<file path="src/rtl/apb_requester_if.sv">
// Bundle of the command, response and APB4 signals around apb_requester.
// master = the requester side; slave = whoever plays host and completer.
interface apb_requester_if #(
  parameter int ADDR_WIDTH = 32,
  parameter int DATA_WIDTH = 32
);
  logic                      cmd_valid;
  logic                      cmd_ready;
  logic [ADDR_WIDTH-1:0]     cmd_addr;
  logic                      cmd_write;
  logic [DATA_WIDTH-1:0]     cmd_wdata;
  logic [DATA_WIDTH/8-1:0]   cmd_strb;

  logic                      rsp_valid;
  logic                      rsp_ready;
  logic [DATA_WIDTH-1:0]     rsp_rdata;
  logic                      rsp_slverr;
  logic                      rsp_timeout;

  logic                      PSEL;
  logic                      PENABLE;
  logic                      PWRITE;
  logic [ADDR_WIDTH-1:0]     PADDR;
  logic [DATA_WIDTH-1:0]     PWDATA;
  logic [DATA_WIDTH/8-1:0]   PSTRB;
  logic                      PREADY;
  logic                      PSLVERR;
  logic [DATA_WIDTH-1:0]     PRDATA;

  modport master (
    input  cmd_valid, cmd_addr, cmd_write, cmd_wdata, cmd_strb,
    output cmd_ready,
    output rsp_valid, rsp_rdata, rsp_slverr, rsp_timeout,
    input  rsp_ready,
    output PSEL, PENABLE, PWRITE, PADDR, PWDATA, PSTRB,
    input  PREADY, PSLVERR, PRDATA
  );

  modport slave (
    output cmd_valid, cmd_addr, cmd_write, cmd_wdata, cmd_strb,
    input  cmd_ready,
    input  rsp_valid, rsp_rdata, rsp_slverr, rsp_timeout,
    output rsp_ready,
    input  PSEL, PENABLE, PWRITE, PADDR, PWDATA, PSTRB,
    output PREADY, PSLVERR, PRDATA
  );
endinterface

</file>
<file path="src/rtl/apb_requester.sv">
// APB4 requester: one valid/ready command becomes one APB transfer, whose
// result (or a PREADY timeout) is returned on a valid/ready response channel.
module apb_requester #(
  parameter int ADDR_WIDTH     = 32,
  parameter int DATA_WIDTH     = 32,
  parameter int TIMEOUT_CYCLES = 16
) (
  input  logic          PCLK,
  input  logic          PRESETn,
  apb_requester_if.master bus
);
  localparam int STRB_W = DATA_WIDTH / 8;
  localparam int CNT_W  = (TIMEOUT_CYCLES > 0) ? $clog2(TIMEOUT_CYCLES + 1) : 1;
  localparam logic [CNT_W-1:0] CNT_LIMIT = CNT_W'(TIMEOUT_CYCLES);
  localparam logic [CNT_W-1:0] CNT_ONE   = CNT_W'(1);

  typedef enum logic [1:0] {
    IDLE,
    SETUP,
    ACCESS,
    RESP
  } state_e;

  state_e                state_q, state_d;
  logic                  psel_q, psel_d;
  logic                  penable_q, penable_d;
  logic                  pwrite_q, pwrite_d;
  logic [ADDR_WIDTH-1:0] paddr_q, paddr_d;
  logic [DATA_WIDTH-1:0] pwdata_q, pwdata_d;
  logic [STRB_W-1:0]     pstrb_q, pstrb_d;
  logic                  rsp_valid_q, rsp_valid_d;
  logic [DATA_WIDTH-1:0] rsp_rdata_q, rsp_rdata_d;
  logic                  rsp_slverr_q, rsp_slverr_d;
  logic                  rsp_timeout_q, rsp_timeout_d;
  logic [CNT_W-1:0]      cnt_q, cnt_d;

  always_ff @(posedge PCLK or negedge PRESETn) begin
    if (!PRESETn) begin
      state_q       <= IDLE;
      psel_q        <= 1'b0;
      penable_q     <= 1'b0;
      pwrite_q      <= 1'b0;
      paddr_q       <= '0;
      pwdata_q      <= '0;
      pstrb_q       <= '0;
      rsp_valid_q   <= 1'b0;
      rsp_rdata_q   <= '0;
      rsp_slverr_q  <= 1'b0;
      rsp_timeout_q <= 1'b0;
      cnt_q         <= '0;
    end else begin
      state_q       <= state_d;
      psel_q        <= psel_d;
      penable_q     <= penable_d;
      pwrite_q      <= pwrite_d;
      paddr_q       <= paddr_d;
      pwdata_q      <= pwdata_d;
      pstrb_q       <= pstrb_d;
      rsp_valid_q   <= rsp_valid_d;
      rsp_rdata_q   <= rsp_rdata_d;
      rsp_slverr_q  <= rsp_slverr_d;
      rsp_timeout_q <= rsp_timeout_d;
      cnt_q         <= cnt_d;
    end
  end

  always_comb begin
    state_d       = state_q;
    psel_d        = psel_q;
    penable_d     = penable_q;
    pwrite_d      = pwrite_q;
    paddr_d       = paddr_q;
    pwdata_d      = pwdata_q;
    pstrb_d       = pstrb_q;
    rsp_valid_d   = rsp_valid_q;
    rsp_rdata_d   = rsp_rdata_q;
    rsp_slverr_d  = rsp_slverr_q;
    rsp_timeout_d = rsp_timeout_q;
    cnt_d         = cnt_q;

    case (state_q)
      IDLE: begin
        // APB outputs are loaded here so they are already registered in SETUP.
        if (bus.cmd_valid) begin
          state_d   = SETUP;
          psel_d    = 1'b1;
          penable_d = 1'b0;
          paddr_d   = bus.cmd_addr;
          pwrite_d  = bus.cmd_write;
          pwdata_d  = bus.cmd_write ? bus.cmd_wdata : '0;
          pstrb_d   = bus.cmd_write ? bus.cmd_strb  : '0;
        end
      end

      SETUP: begin
        state_d   = ACCESS;
        penable_d = 1'b1;
        cnt_d     = '0;
      end

      ACCESS: begin
        if (bus.PREADY) begin
          state_d       = RESP;
          psel_d        = 1'b0;
          penable_d     = 1'b0;
          rsp_valid_d   = 1'b1;
          rsp_rdata_d   = pwrite_q ? '0 : bus.PRDATA;
          rsp_slverr_d  = bus.PSLVERR;
          rsp_timeout_d = 1'b0;
        end else if ((TIMEOUT_CYCLES > 0) && (cnt_q == CNT_LIMIT)) begin
          state_d       = RESP;
          psel_d        = 1'b0;
          penable_d     = 1'b0;
          rsp_valid_d   = 1'b1;
          rsp_rdata_d   = '0;
          rsp_slverr_d  = 1'b1;
          rsp_timeout_d = 1'b1;
        end else if (cnt_q != '1) begin
          cnt_d = cnt_q + CNT_ONE;
        end
      end

      RESP: begin
        if (bus.rsp_ready) begin
          state_d     = IDLE;
          rsp_valid_d = 1'b0;
        end
      end

      default: state_d = IDLE;
    endcase
  end

  assign bus.cmd_ready   = (state_q == IDLE) && PRESETn;
  assign bus.PSEL        = psel_q;
  assign bus.PENABLE     = penable_q;
  assign bus.PWRITE      = pwrite_q;
  assign bus.PADDR       = paddr_q;
  assign bus.PWDATA      = pwdata_q;
  assign bus.PSTRB       = pstrb_q;
  assign bus.rsp_valid   = rsp_valid_q;
  assign bus.rsp_rdata   = rsp_rdata_q;
  assign bus.rsp_slverr  = rsp_slverr_q;
  assign bus.rsp_timeout = rsp_timeout_q;

  a_penable_needs_psel: assert property (@(posedge PCLK) disable iff (!PRESETn)
    bus.PENABLE |-> bus.PSEL);

  a_rsp_hold: assert property (@(posedge PCLK) disable iff (!PRESETn)
    (bus.rsp_valid && !bus.rsp_ready) |=>
      (bus.rsp_valid && $stable(bus.rsp_rdata) && $stable(bus.rsp_slverr) &&
       $stable(bus.rsp_timeout)));

  a_timeout_fields: assert property (@(posedge PCLK) disable iff (!PRESETn)
    (bus.rsp_valid && bus.rsp_timeout) |-> (bus.rsp_slverr && (bus.rsp_rdata == '0)));
endmodule

</file>
<file path="src/flat_wrapper.sv">
// flat-port wrapper written by rule: the top's interface ports become plain ports
module apb_requester_flat 
#(
  parameter int ADDR_WIDTH     = 32,
  parameter int DATA_WIDTH     = 32,
  parameter int TIMEOUT_CYCLES = 16
)
  (PCLK, PRESETn, bus_cmd_valid, bus_cmd_addr, bus_cmd_write, bus_cmd_wdata, bus_cmd_strb, bus_cmd_ready, bus_rsp_valid, bus_rsp_rdata, bus_rsp_slverr, bus_rsp_timeout, bus_rsp_ready, bus_PSEL, bus_PENABLE, bus_PWRITE, bus_PADDR, bus_PWDATA, bus_PSTRB, bus_PREADY, bus_PSLVERR, bus_PRDATA);
  apb_requester_if #(.ADDR_WIDTH(ADDR_WIDTH), .DATA_WIDTH(DATA_WIDTH)) bus_i ();
  input  logic PCLK;
  input  logic PRESETn;
  input wire logic [$bits(bus_i.cmd_valid)-1:0] bus_cmd_valid;
  input wire logic [$bits(bus_i.cmd_addr)-1:0] bus_cmd_addr;
  input wire logic [$bits(bus_i.cmd_write)-1:0] bus_cmd_write;
  input wire logic [$bits(bus_i.cmd_wdata)-1:0] bus_cmd_wdata;
  input wire logic [$bits(bus_i.cmd_strb)-1:0] bus_cmd_strb;
  output wire logic [$bits(bus_i.cmd_ready)-1:0] bus_cmd_ready;
  output wire logic [$bits(bus_i.rsp_valid)-1:0] bus_rsp_valid;
  output wire logic [$bits(bus_i.rsp_rdata)-1:0] bus_rsp_rdata;
  output wire logic [$bits(bus_i.rsp_slverr)-1:0] bus_rsp_slverr;
  output wire logic [$bits(bus_i.rsp_timeout)-1:0] bus_rsp_timeout;
  input wire logic [$bits(bus_i.rsp_ready)-1:0] bus_rsp_ready;
  output wire logic [$bits(bus_i.PSEL)-1:0] bus_PSEL;
  output wire logic [$bits(bus_i.PENABLE)-1:0] bus_PENABLE;
  output wire logic [$bits(bus_i.PWRITE)-1:0] bus_PWRITE;
  output wire logic [$bits(bus_i.PADDR)-1:0] bus_PADDR;
  output wire logic [$bits(bus_i.PWDATA)-1:0] bus_PWDATA;
  output wire logic [$bits(bus_i.PSTRB)-1:0] bus_PSTRB;
  input wire logic [$bits(bus_i.PREADY)-1:0] bus_PREADY;
  input wire logic [$bits(bus_i.PSLVERR)-1:0] bus_PSLVERR;
  input wire logic [$bits(bus_i.PRDATA)-1:0] bus_PRDATA;
  assign bus_i.cmd_valid = bus_cmd_valid;
  assign bus_i.cmd_addr = bus_cmd_addr;
  assign bus_i.cmd_write = bus_cmd_write;
  assign bus_i.cmd_wdata = bus_cmd_wdata;
  assign bus_i.cmd_strb = bus_cmd_strb;
  assign bus_cmd_ready = bus_i.cmd_ready;
  assign bus_rsp_valid = bus_i.rsp_valid;
  assign bus_rsp_rdata = bus_i.rsp_rdata;
  assign bus_rsp_slverr = bus_i.rsp_slverr;
  assign bus_rsp_timeout = bus_i.rsp_timeout;
  assign bus_i.rsp_ready = bus_rsp_ready;
  assign bus_PSEL = bus_i.PSEL;
  assign bus_PENABLE = bus_i.PENABLE;
  assign bus_PWRITE = bus_i.PWRITE;
  assign bus_PADDR = bus_i.PADDR;
  assign bus_PWDATA = bus_i.PWDATA;
  assign bus_PSTRB = bus_i.PSTRB;
  assign bus_i.PREADY = bus_PREADY;
  assign bus_i.PSLVERR = bus_PSLVERR;
  assign bus_i.PRDATA = bus_PRDATA;
  apb_requester #(.ADDR_WIDTH(ADDR_WIDTH), .DATA_WIDTH(DATA_WIDTH), .TIMEOUT_CYCLES(TIMEOUT_CYCLES)) u_core (.PCLK(PCLK), .PRESETn(PRESETn), .bus(bus_i));
endmodule
</file>
<file path="config.mk">
export PLATFORM = sky130hd
export DESIGN_NAME = apb_requester_flat
export DESIGN_NICKNAME = d
export VERILOG_FILES = /design/src/rtl/apb_requester_if.sv /design/src/rtl/apb_requester.sv /design/src/flat_wrapper.sv
export SDC_FILE = /design/constraint.sdc
export NUM_CORES = 1
export LEC_CHECK = 0
export CAP_MARGIN = 10
export CORE_ASPECT_RATIO = 2
export CORE_MARGIN = 5
export CORE_UTILIZATION = 40
export CTS_BUF_LIST = sky130_fd_sc_hd__clkbuf_16
export CTS_CLUSTER_SIZE = 28
export DETAILED_ROUTE_END_ITERATION = 16
export PLACE_DENSITY = 0.86
export SLEW_MARGIN = 20
export SYNTH_ARGS = -nofsm -noshare
export SYNTH_HDL_FRONTEND = slang
export SYNTH_SLANG_ARGS = --single-unit
</file>
<file path="constraint.sdc">
create_clock -name PCLK -period 4.9 [get_ports PCLK]
set_input_delay 0.98 -clock PCLK [delete_from_list [all_inputs] [get_ports PCLK]]
set_output_delay 0.98 -clock PCLK [all_outputs]
set_load 0.01 [all_outputs]
</file>
==> run_results.csv, run 1 <==
group,metric,value,unit
clock_tree,root_buffer,"clkbuf_16",
clock_tree,clock_path_buffers,2,
logic_synthesis,syn_nets,529,
worst_setup_path,cp_max_fo,6,
drt,postRouteAntennaNets,0,
timing,rsz0062_at_grt,"no",
logic_synthesis,synth_warnings,0,
final_layout,fill_cells,896,
logic_synthesis,synth_most_common_cell,"dfrtp_1",
timing,min_period,2.92,ns
place,gp_congestion,0.857,
drt,drc,0,
floorplan,coreArea,11700,um^2
timing,worst_pin_slew,1.05,ns
drt,first_pass_iters,4,
drt,routed_wl,13.5,mm
floorplan,die_w,87.2,um
logic_synthesis,synth_top_cell_area_share,59.3,%
timing,setup_viol,0,
pwr,leakagePower,0.00324,uW
final_layout,nets,739,
worst_setup_path,r2r-start,"u_core.state_q[0]",
logic_synthesis,yosys.area.top_type,"dfrtp_1",
drt,vias,3873,
global_routing,gr-total-overflow,0,
timing,whs,0.475,ns
worst_setup_path,crit_path_start,"u_core.state_q[0]",
logic_synthesis,async_flop_share,100,%
final_layout,antenna_cells,0,
floorplan,ios,214,
logic_synthesis,synth_seq_area_share,59.3,%
logic_synthesis,synth-edff-count,0,
global_routing,antenna_found_initial,0,
timing,skew,0.00965,ns
global_routing,grt_pass1_wl,21.3,mm
logic_synthesis,synth_flop_cell,"dfrtp_1",
timing,hold_viol,0,
logic_synthesis,synth_commonest_cells,"dfrtp_1, nand2_1, o21ai_0",
logic_synthesis,synth.avg_cell_area,11.5,um^2
drt,viasPerCell,4.95,
hold_path,worstHoldStart,"u_core.bus.PWDATA[27]",
timing,period_share,59.5,%
clock_tree,cts_setup_buffers,0,
global_routing,grt_max_degree,74,
drt,drt_iter0_drc,87,
timing,max_freq,0.343,GHz
timing,slew_headroom,29.6,%
hold_path,hold_path_class,"reg2reg",
clock_tree,cts.sinks,113,
worst_setup_path,cp.required,3.92,ns
floorplan,start_util,40.7,%
hold_path,hold_depth,2,
logic_synthesis,ys_ff_latch,113,
clock_tree,cts_resized,0,
logic_synthesis,syn_inst,415,
worst_setup_path,critPathCaptureType,"output port",
floorplan,die_area,14300,um^2
place,port_buffers,213,
clock_tree,clk_latency,0.40,ns
worst_setup_path,crit_path_start_kind,"register",
worst_setup_path,slowest_stage,"clkdlybuf4s50_1",
clock_tree,cts-htree-levels,4,
clock_tree,hold_buffers,0,
worst_setup_path,worst_path_largest_cell_delay,0.53,ns
worst_setup_path,arrival,1.94,ns
worst_setup_path,path_cells,"inv_1 > ha_1 > and2_1 > clkdlybuf4s50_1",
timing,final_max_slew_viol_count,0,
run,drv_cap,0,
logic_synthesis,ys_types,33,
worst_setup_path,reg2reg_depth,5,
floorplan,die_h,164,um
clock_tree,cts_tree,"built",
pwr,ir_worst_vdd,0.439,mV
run_status,status,"completed",
clock_tree,path_clk_slew,0.06,ns
final_layout,drive_gt1_share,15.5,%
floorplan,placementRows,56,
final_layout,register_area,2830,um^2
logic_synthesis,syn_area,4770,um^2
global_routing,grt_pass1_vias,4260,
logic_synthesis,synth_area_leaders,"dfrtp_1, mux2_2, nand2_1",
worst_setup_path,critPathKind,"reg2out",
place,place_hpwl,10.1,mm
timing,tns,0,ns
drt,wl_per_cell,17.3,um
global_routing,grt_util_all_layers,19.3,%
final_layout,synthToLayoutAreaGrowth,59.1,%
pwr,p_per_area,628,nW/um^2
clock_tree,cts_inserted_buffers,17,
final_layout,multi_input_area,1700,um^2
==> power breakdown <==
part | total (uW) | internal, uW | switching (uW)
clock | 1240 | 803 | 442
combinational | 1930 | 1100 | 826
sequential | 1590 | 1340 | 256
==> through the flow <==
step           cells  utilization [%]  setup WS [ns]  total power, uW  instance area [um^2]
2_1_floorplan    415                -           2.78             2460                  4770
3_3_place_gp     751             59.6           1.74             3450                  6980
3_5_place_dp     751             59.6           1.66             3550                  6970
4_1_cts          783             64.8           1.95             4820                  7580
5_1_grt          783             64.8           1.86             5040                  7580
6_report         783             64.8           1.98             4760                  7580
==> worst max-delay path: cells and delay by family, from the launching register on <==
| kind | cells | cell delay (ns) |
|---|---|---|
| DFF | 1 | 0.41 |
| and+or+nand+nor | 1 | 0.18 |
| buffers and inverters | 2 | 0.65 |
| adders and majority gates | 1 | 0.29 |
==> placed cells by master (no fill, tap or decap), drive strengths merged, types with 2 or more instances in the layout <==
cell | Yosys | layout
a22o | 9 | 9
a21oi | 2 | 2
clkdlybuf4s50 | 0 | 211
clkbuf | 17 | 17
clkinvlp | 0 | 3
nand2 | 79 | 79
nand2b | 4 | 4
and2 | 2 | 2
inv | 30 | 32
bufinv | 0 | 3
mux2 | 35 | 35
buf | 9 | 6
nor2 | 3 | 3
o21ai | 62 | 62
ha | 7 | 7
nand4b | 23 | 23
dfrtp | 113 | 113
mux2i | 5 | 5
clkinv | 0 | 7
==> per-layer routing <==
| metal | routed length (um) | vias to the layer above | track usage (%) |
|---|---|---|---|
| li1 | - | 1821 | - |
| met5 | 0 | - | 0 |
| met2 | 7340 | 165 | 35.1 |
| met1 | 4650 | 1864 | 19.7 |
| met4 | 388 | 0 | 8.59 |
| met3 | 1150 | 23 | 5.94 |
==> registers in the layout, summed over array words and instances, names as in the netlist <==
| register | flops |
|---|---|
| u_core.bus.rsp_slverr | 1 |
| u_core.bus.rsp_rdata | 32 |
| u_core.state_q | 2 |
| u_core.bus.PADDR | 32 |
| u_core.bus.PSTRB | 4 |
| u_core.cnt_q | 5 |
| u_core.bus.PWRITE | 1 |
| u_core.bus.PENABLE | 1 |
| u_core.bus.rsp_valid | 1 |
| u_core.bus.rsp_timeout | 1 |
| u_core.bus.PSEL | 1 |
| u_core.bus.PWDATA | 32 |
==> cell families after synthesis <==
group	Yosys count	synth area share, %
AND/OR/NAND/NOR	117	12.6
flip-flops	113	59.3
AO/OA/AOI/OAI	80	11.3
buffers and inverters	56	5.20
multiplexers	40	9.32
adder cells (fa/ha/maj)	7	1.84
XOR/XNOR	2	0.368
==> area by class of cell <==
type	instances	share of cell area [%]
multi-input cells	246	22.4
clock buffers	17	5.61
inverters	30	1.49
repair buffers	217	28.4
clock inverters	15	2.43
flip-flops and latches	113	37.3
well taps	145	2.39
==> final timing paths <==
kind	to	slack, ns
min in group asynchronous	u_core.bus.PADDR[7]	0.71
max in group asynchronous	u_core.bus.rsp_rdata[7]	3.01
worst min register to register	u_core.bus.PWDATA[27]	0.47
worst max register to register	u_core.state_q[1]	2.66
worst max-delay path	bus_cmd_ready	1.98
worst min-delay path	u_core.bus.PWDATA[27]	0.47
No activity file was read; power rests on OpenSTA's default activity.
==> run 2: changes to the inputs <==
- CORE_UTILIZATION: 40 -> 38
- clock period: 4.9 -> 2.4 ns (I/O delays scaled with it)
==> run 2 against run 1 <==
Compared with the run above:
- global-route usage decreased by 0.86 points
- sequential share of layout area is 0.15 points lower
- via count rose by 0.31%
- total power up 100%
- cell count is 1.4% higher
- wire length decreased by 0.80%
- die area is 4.8% higher
- setup slack got worse by 1.9 ns
- clock skew barely moved
- critical endpoint unchanged
==> run_results.csv, run 2 (synthesis results as in run 1) <==
group,metric,value,unit
timing,final_max_slew_viol_count,0,
final_layout,drive_gt1_share,15.7,%
global_routing,antenna_found_initial,0,
floorplan,coreArea,12500,um^2
worst_setup_path,crit_path_start_kind,"register",
clock_tree,clk_latency,0.39,ns
drt,vias,3885,
drt,drt_iter0_drc,153,
timing,worst_slack,0.131,ns
clock_tree,path_clk_slew,0.05,ns
clock_tree,cts-htree-levels,4,
global_routing,grt_pass1_vias,4350,
floorplan,die_area,15000,um^2
drt,wl_per_cell,16.9,um
floorplan,start_util,38.2,%
clock_tree,hold_buffers,0,
final_layout,final_cell_mix,"clkdlybuf4s50_1, dfrtp_1, nand2_1",
drt,drc,0,
clock_tree,cts_tree,"built",
final_layout,fill_cells,1010,
drt,first_pass_iters,4,
floorplan,ios,214,
place,place_hpwl,10.2,mm
floorplan,placementRows,58,
final_layout,antenna_cells,0,
place,port_buffers,213,
worst_setup_path,arrival,1.79,ns
clock_tree,clock_path_buffers,2,
global_routing,gr-total-overflow,0,
worst_setup_path,critPathKind,"reg2out",
pwr,p_per_area,1260,nW/um^2
worst_setup_path,cp.required,1.92,ns
final_layout,nets,746,
place,place_ws,0.408,ns
timing,rsz0062_at_grt,"no",
pwr,ir_worst_vdd,0.694,mV
worst_setup_path,cp_max_fo,6,
final_layout,register_area,2830,um^2
final_layout,synthToLayoutAreaGrowth,59.7,%
clock_tree,cts_inserted_buffers,17,
clock_tree,root_buffer,"clkbuf_16",
timing,tns,0,ns
timing,skew,0.00981,ns
timing,min_period,2.27,ns
final_layout,multi_input_area,1700,um^2
drt,routed_wl,13.4,mm
global_routing,grt_util_all_layers,18.4,%
timing,setup_viol,0,
timing,max_freq,0.441,GHz
hold_path,hold_path_class,"in2async",
timing,slew_headroom,59.9,%
pwr,leakagePower,0.00327,uW
timing,period_share,94.5,%
drt,postRouteAntennaNets,0,
drt,viasPerCell,4.89,
global_routing,grt_pass1_wl,21.3,mm
final_layout,final_common_cell,"clkdlybuf4s50_1",
global_routing,grt_max_degree,114,
floorplan,die_h,168,um
clock_tree,cts.sinks,113,
timing,worst_pin_slew,0.602,ns
floorplan,die_w,89.2,um
place,gp_congestion,0.811,
worst_setup_path,critPathCaptureType,"output port",
run,drv_cap,0,
run_status,status,"completed",
timing,hold_viol,0,
worst_setup_path,ff2ff_setup_slack,0.60,ns
## run 2: final timing paths
kind | start | to | depth (start not counted)
worst max register to register | u_core.cnt_q[0] | u_core.cnt_q[4] | 5
worst max-delay path | u_core.state_q[0] | bus_cmd_ready | 4
min in group PCLK | u_core.bus.PWDATA[31] | u_core.bus.PWDATA[31] | 2
max in group asynchronous | PRESETn | u_core.bus.PWDATA[3] | 2
worst min-delay path | PRESETn | u_core.bus.PADDR[20] | 2
worst min register to register | u_core.bus.PWDATA[31] | u_core.bus.PWDATA[31] | 2
## run 2: final cells by class
class | count | share of cell area (%)
inverter | 30 | 1.48
clock buffer | 17 | 5.59
timing repair buffer | 224 | 29.4
sequential | 113 | 37.1
multi-input combinational | 246 | 22.3
tap | 150 | 2.47
clock inverter | 14 | 1.64
## run 2: power breakdown
part | switching [uW] | internal (uW) | total [uW] | leakage, uW
registers | 479 | 2730 | 3210 | 0.00143
logic | 1730 | 2310 | 4030 | 0.00156
clock network | 818 | 1500 | 2310 | 0.000278
## run 2: worst max-delay path, cell delays in order, from the launching register on
cell	delay [ns]
dfrtp_1	0.40
inv_1	0.11
ha_2	0.24
and2_1	0.13
clkdlybuf4s50_1	0.52
## run 2: stage by stage
stage	hold WS (ns)	instance area, um^2	instances	util, %	total power [uW]
5_1_grt	0.220	7610	794	61.0	10200
2_1_floorplan	0.184	4770	415	-	5030
4_1_cts	0.205	7610	794	61.0	9690
3_3_place_gp	0.462	7060	763	56.6	7130
3_5_place_dp	0.476	7060	763	56.6	7310
6_report	0.167	7610	794	61.0	9560
## run 2: what timing repair did
action                                  4_1_cts  5_1_grt
endpoints found under the setup margin        0        1
gates resized for setup                       0        1
buffers inserted                              0        0
## run 2: routing by layer
metal  global-route usage (%)  share of wire (%)
met5                        0                  0
met4                     6.16                2.1
met3                     6.46                8.4
met2                     34.3                 56
met1                     18.1                 33
